--- src/rtl/seq_match_monitor.sv ---
// seq_match_monitor: counts detector matches in back-to-back windows of
// programmable length. Keeps a saturating running total and raises sticky
// alarm/overflow flags for the status and interrupt logic.
module seq_match_monitor #(
  parameter int CNT_W = 8,
  parameter int WIN_W = 16
) (
  input  logic             clk,
  input  logic             rst_n,
  input  logic             en,
  input  logic             z_in,
  input  logic [WIN_W-1:0] win_len,
  input  logic [CNT_W-1:0] thresh,
  input  logic             clr_alarm,
  output logic [CNT_W-1:0] total_cnt,
  output logic [CNT_W-1:0] win_cnt,
  output logic             win_done,
  output logic             alarm,
  output logic             overflow
);

  typedef enum logic {IDLE = 1'b0, RUN = 1'b1} state_t;

  localparam logic [CNT_W-1:0] CNT_MAX = '1;
  localparam logic [CNT_W-1:0] CNT_ONE = CNT_W'(1);
  localparam logic [WIN_W-1:0] WIN_ONE = WIN_W'(1);

  state_t           state_reg, state_next;
  logic [CNT_W-1:0] total_cnt_reg, total_cnt_next;
  logic [CNT_W-1:0] win_cnt_reg, win_cnt_next;
  logic [CNT_W-1:0] run_cnt_reg, run_cnt_next;
  logic [WIN_W-1:0] cyc_reg, cyc_next;
  logic [WIN_W-1:0] win_len_q_reg, win_len_q_next;
  logic             win_done_reg, win_done_next;
  logic             alarm_reg, alarm_next;
  logic             overflow_reg, overflow_next;
  logic             alarm_set, ovf_set;

  // Window count including the current cycle's detection, clamped at full scale.
  logic             run_full;
  logic [CNT_W-1:0] run_sum;
  assign run_full = (run_cnt_reg == CNT_MAX);
  assign run_sum  = (z_in && !run_full) ? run_cnt_reg + CNT_ONE : run_cnt_reg;

  // Next-state and datapath: window sequencing, saturating counts, flag set/clear.
  always_comb begin
    state_next     = state_reg;
    total_cnt_next = total_cnt_reg;
    win_cnt_next   = win_cnt_reg;
    run_cnt_next   = run_cnt_reg;
    cyc_next       = cyc_reg;
    win_len_q_next = win_len_q_reg;
    win_done_next  = 1'b0;
    alarm_set      = 1'b0;
    ovf_set        = 1'b0;

    case (state_reg)
      IDLE: begin
        // Entry edge only arms a fresh window; z_in is not counted here.
        if (en) begin
          state_next     = RUN;
          win_len_q_next = win_len;
          cyc_next       = '0;
          run_cnt_next   = '0;
        end
      end
      RUN: begin
        if (!en) begin
          // Partial window is dropped without reporting.
          state_next   = IDLE;
          run_cnt_next = '0;
        end else begin
          if (z_in) begin
            if (total_cnt_reg == CNT_MAX) ovf_set = 1'b1;
            else                          total_cnt_next = total_cnt_reg + CNT_ONE;
            if (run_full) ovf_set = 1'b1;
          end
          if (cyc_reg == win_len_q_reg) begin
            // Window end: the detection on this edge belongs to the ending window.
            win_cnt_next   = run_sum;
            win_done_next  = 1'b1;
            run_cnt_next   = '0;
            cyc_next       = '0;
            win_len_q_next = win_len;
            if ((thresh != '0) && (run_sum >= thresh)) alarm_set = 1'b1;
          end else begin
            cyc_next     = cyc_reg + WIN_ONE;
            run_cnt_next = run_sum;
          end
        end
      end
      default: state_next = IDLE;
    endcase

    // Sticky flags: a set on the same edge as a clear takes priority.
    alarm_next    = alarm_set | (alarm_reg & ~clr_alarm);
    overflow_next = ovf_set | (overflow_reg & ~clr_alarm);
  end

  // State and counter registers with asynchronous clear.
  always_ff @(posedge clk or negedge rst_n) begin
    if (!rst_n) begin
      state_reg     <= IDLE;
      total_cnt_reg <= '0;
      win_cnt_reg   <= '0;
      run_cnt_reg   <= '0;
      cyc_reg       <= '0;
      win_len_q_reg <= '0;
      win_done_reg  <= 1'b0;
      alarm_reg     <= 1'b0;
      overflow_reg  <= 1'b0;
    end else begin
      state_reg     <= state_next;
      total_cnt_reg <= total_cnt_next;
      win_cnt_reg   <= win_cnt_next;
      run_cnt_reg   <= run_cnt_next;
      cyc_reg       <= cyc_next;
      win_len_q_reg <= win_len_q_next;
      win_done_reg  <= win_done_next;
      alarm_reg     <= alarm_next;
      overflow_reg  <= overflow_next;
    end
  end

  assign total_cnt = total_cnt_reg;
  assign win_cnt   = win_cnt_reg;
  assign win_done  = win_done_reg;
  assign alarm     = alarm_reg;
  assign overflow  = overflow_reg;

endmodule

--- config.mk ---
export PLATFORM = sky130hd
export DESIGN_NAME = seq_match_monitor
export DESIGN_NICKNAME = d
export VERILOG_FILES = /design/src/rtl/seq_match_monitor.sv
export SDC_FILE = /design/constraint.sdc
export NUM_CORES = 1
export LEC_CHECK = 0
export BUFFER_PORTS_ARGS = -buffer_cell sky130_fd_sc_hd__buf_2
export CAP_MARGIN = 40
export CORE_ASPECT_RATIO = 1.2
export CORE_UTILIZATION = 45
export DETAILED_ROUTE_END_ITERATION = 6
export GPL_TIMING_DRIVEN = 1
export PLACE_DENSITY = 0.65
export SLEW_MARGIN = 20
export SYNTH_ARGS = -nofsm -noshare
export SYNTH_HDL_FRONTEND = slang
export SYNTH_SLANG_ARGS = --single-unit
--- constraint.sdc ---
create_clock -name clk -period 3.05 [get_ports clk]
set_clock_uncertainty 0.2 [all_clocks]
set_input_delay 0.1525 -clock clk [delete_from_list [all_inputs] [get_ports clk]]
set_output_delay 0.1525 -clock clk [all_outputs]
set_load 0.005 [all_outputs]
==> qor.csv <==
stage,metric,value,unit
route,top_layer_used,met4,
yosys,synth_area,0.00318,mm^2
worst_setup_path,cp_slowest_stage_delay,400,ps
place,io_buffers,47,
cts,clk_pin_slew_worst_paths,70,ps
worst_setup_path,r2r-start,run_cnt_reg[0]$_DFFE_PN0P_,
cts,htreeDepth,3,
worst_setup_path,crit_path_start,run_cnt_reg[0]$_DFFE_PN0P_,
cells_and_area,final_util,0.570,
cells_and_area,layout_common_cells,"60 x dfrtp_1, 47 x buf_2, 22 x dlygate4sd3_1",
global_route,antenna_found_initial,0,
worst_setup_path,critPathBufInv,0,
route,wl_met3,207,um
floorplanning,die_height,94.2,um
floorplanning,die_area,0.00742,mm^2
global_route,overflow,0,
yosys,synthDistinctLibCells,40,
cells_and_area,final_common_cell,dfrtp_1,
cells_and_area,antenna_cells,0,
worst_hold_path,hp-class,input port to asynchronous set/reset pin,
floorplanning,start_util,0.465,
floorplanning,fp.coreArea,0.00685,mm^2
sta,fin_crit,2730,ps
cts,clk_latency,330,ps
flow_run,max_cap_violations,0,
sta,max_slew_margin,0.539,
yosys,async_flop_share,1.00,
cells_and_area,drive_above_1_share,0.255,
worst_setup_path,cp_cell_sequence,ha_1 > nand3_1 > nor2_1 > a31oi_1 > a41oi_1 > ha_1 > nand2_1 > nor2_1 > a211oi_1 > o21ai_0 > a32o_1,
route,drc_errors,0,
cells_and_area,fin_nets,401,
yosys,yosys_warnings,0,
route,routed_via_density,5.42,
status,status,finished clean,
route,firstDrtPassIters,4,
sta,holdWs,93.5,ps
route,route.met2.wl,3200,um
worst_setup_path,crit_fanout,5,
worst_setup_path,critical_path.endpoint,alarm$_DFF_PN0_,
worst_setup_path,critPathKind,flip-flop to flip-flop,
pwr,leakage,0.00189,uW
sta,tightest_slew,689,ps
route,wl_per_cell,14.2,um
pwr,cellPowerDensity,482,mW/mm^2
yosys,dominantRegCellSynth,dfrtp_1,
route,wl_met1,2810,um
global_route,grtUsageTotal,0.196,
yosys,syn_inst,287,
worst_setup_path,cp.required,3080,ps
cts,cts_tree,yes,
pwr,worst_ir_drop_vdd,234,uV
worst_setup_path,slowest_stage,dfrtp_1,
yosys,ys_seq_area_frac,0.472,
place,hpwl,4540,um
sta,finalHoldViolations,0,
cts,numClockSinks,60,
sta,setup_ws,320,ps
yosys,synth_edf_count,0,
floorplanning,rows,33,
sta,drv_slew,0,
place,place_ws,289,ps
worst_setup_path,cp_top_family,compound AO/OA/AOI/OAI gates,
sta,fin_setup_tns,0,ps
cts,numCtsBuffers,9,
place,gp_congestion,0.818,
route,wirelength,6400,um
global_route,grt_max_degree,26,
worst_setup_path,path_depth,11,
worst_setup_path,rrSetupSlack,320,ps
global_route,grt_pass1_wl,11200,um
global_route,grt_pass1_vias,2432,
worst_setup_path,crit_path_start_kind,flip-flop,
cts,clockRootBuffer,clkbuf_8,
cts,cts_buffer_depth,2,
worst_setup_path,r2r.worst_path.cells,11,
floorplanning,fp.dieW,78.8,um
yosys,syn_area_per_cell,11.1,um^2
cells_and_area,area_growth,22.7,%
sta,rsz0062_at_grt,no,
yosys,ys_ff_latch,60,
sta,setup_viol,0,
sta,post-route-period-util,0.895,
route,initialDrtViolationCount,123,
route,final_antenna_net_count,0,
yosys,syn_nets,327,
worst_setup_path,r2r_end,alarm$_DFF_PN0_,
worst_setup_path,crit_arrival,2760,ps
sta,fmax,0.366,GHz
floorplanning,io_pins,48,
worst_setup_path,critPathCaptureType,flip-flop,
route,via_count,2451,
==> worst reg2reg max path: stages, from the launching register on <==
cell      delay (ps)
dfrtp_1          400
ha_1             200
nand3_1          100
nor2_1           300
a31oi_1          130
a41oi_1          310
ha_1             300
nand2_1           80
nor2_1            50
a211oi_1         190
o21ai_0          130
a32o_1           230
==> stage by stage <==
stage	std cells	cell area, um^2	power, uW
after floorplan	287	3180	1140
final	452	3910	1880
after detailed placement	414	3500	1260
after CTS	451	3890	1910
after global placement	414	3500	1250
after global routing	452	3910	1990
==> metal layers <==
| metal | up-vias | GRT usage |
|---|---|---|
| met2 | 64 | 0.333 |
| li1 | 1201 | - |
| met1 | 1173 | 0.235 |
| met3 | 13 | 0.0340 |
| met4 | 0 | 0.105 |
| met5 | - | 0 |
==> area by class of cell <==
type                    count  area (um^2)
well taps                  87          109
fillers                   617         2950
clock inverters             2         10.0
inverters                  15         56.3
flip-flops and latches     60         1500
multi-input cells         202         1590
clock buffers              13          159
repair buffers             73          485
==> synth_stat cells, types with 4 or more instances <==
| library cell | number | area (um^2) |
|---|---|---|
| o21a_1 | 4 | 30.0 |
| ha_1 | 11 | 138 |
| o21ai_0 | 7 | 35.0 |
| mux2_4 | 10 | 150 |
| a21o_1 | 6 | 45.0 |
| dfrtp_1 | 60 | 1500 |
| a21oi_1 | 9 | 45.0 |
| nand4_1 | 8 | 50.1 |
| nor2_1 | 16 | 60.1 |
| mux2i_1 | 5 | 50.1 |
| xnor2_1 | 21 | 184 |
| xor2_1 | 5 | 43.8 |
| clkbuf_1 | 7 | 26.3 |
| nor4_1 | 7 | 43.8 |
| mux2_2 | 16 | 180 |
| nand3_1 | 17 | 85.1 |
| inv_1 | 15 | 56.3 |
| a22o_1 | 9 | 78.8 |
| and4_1 | 6 | 52.6 |
| nand2_1 | 15 | 56.3 |
==> cells by family after synthesis <==
logic type	Yosys count	share of synthesized area
mux	31	0.119
flops	60	0.472
simple gates	82	0.138
compound gates	52	0.124
buf+inv	25	0.0326
xor+xnor	26	0.0715
fa+ha+maj	11	0.0432
==> power by group <==
part	switching (uW)	total, uW	internal (uW)	leakage, uW
registers	84.0	956	872	0.000783
logic	131	304	173	0.00102
clock network	292	625	333	0.0000893
==> how the worst min path moves through the flow <==
stage / startpoint / to / slack, ps
final: rst_n / win_cnt[6]$_DFFE_PN0P_ / 90
after global placement: rst_n / win_cnt[6]$_DFFE_PN0P_ / -80
after global routing: rst_n / win_cnt[6]$_DFFE_PN0P_ / 110
after floorplan: rst_n / alarm$_DFF_PN0_ / -340
after CTS: rst_n / win_cnt[7]$_DFFE_PN0P_ / 100
after detailed placement: rst_n / win_cnt[7]$_DFFE_PN0P_ / -80
==> timing repair <==
action                                 4_1_cts  5_1_grt
endpoints found under the hold margin       35        0
setup endpoints to repair                    0        1
resized for setup                            0        2
buffers inserted                             0        1
hold buffers                                22        0
No activity file was read; power rests on OpenSTA's default activity.
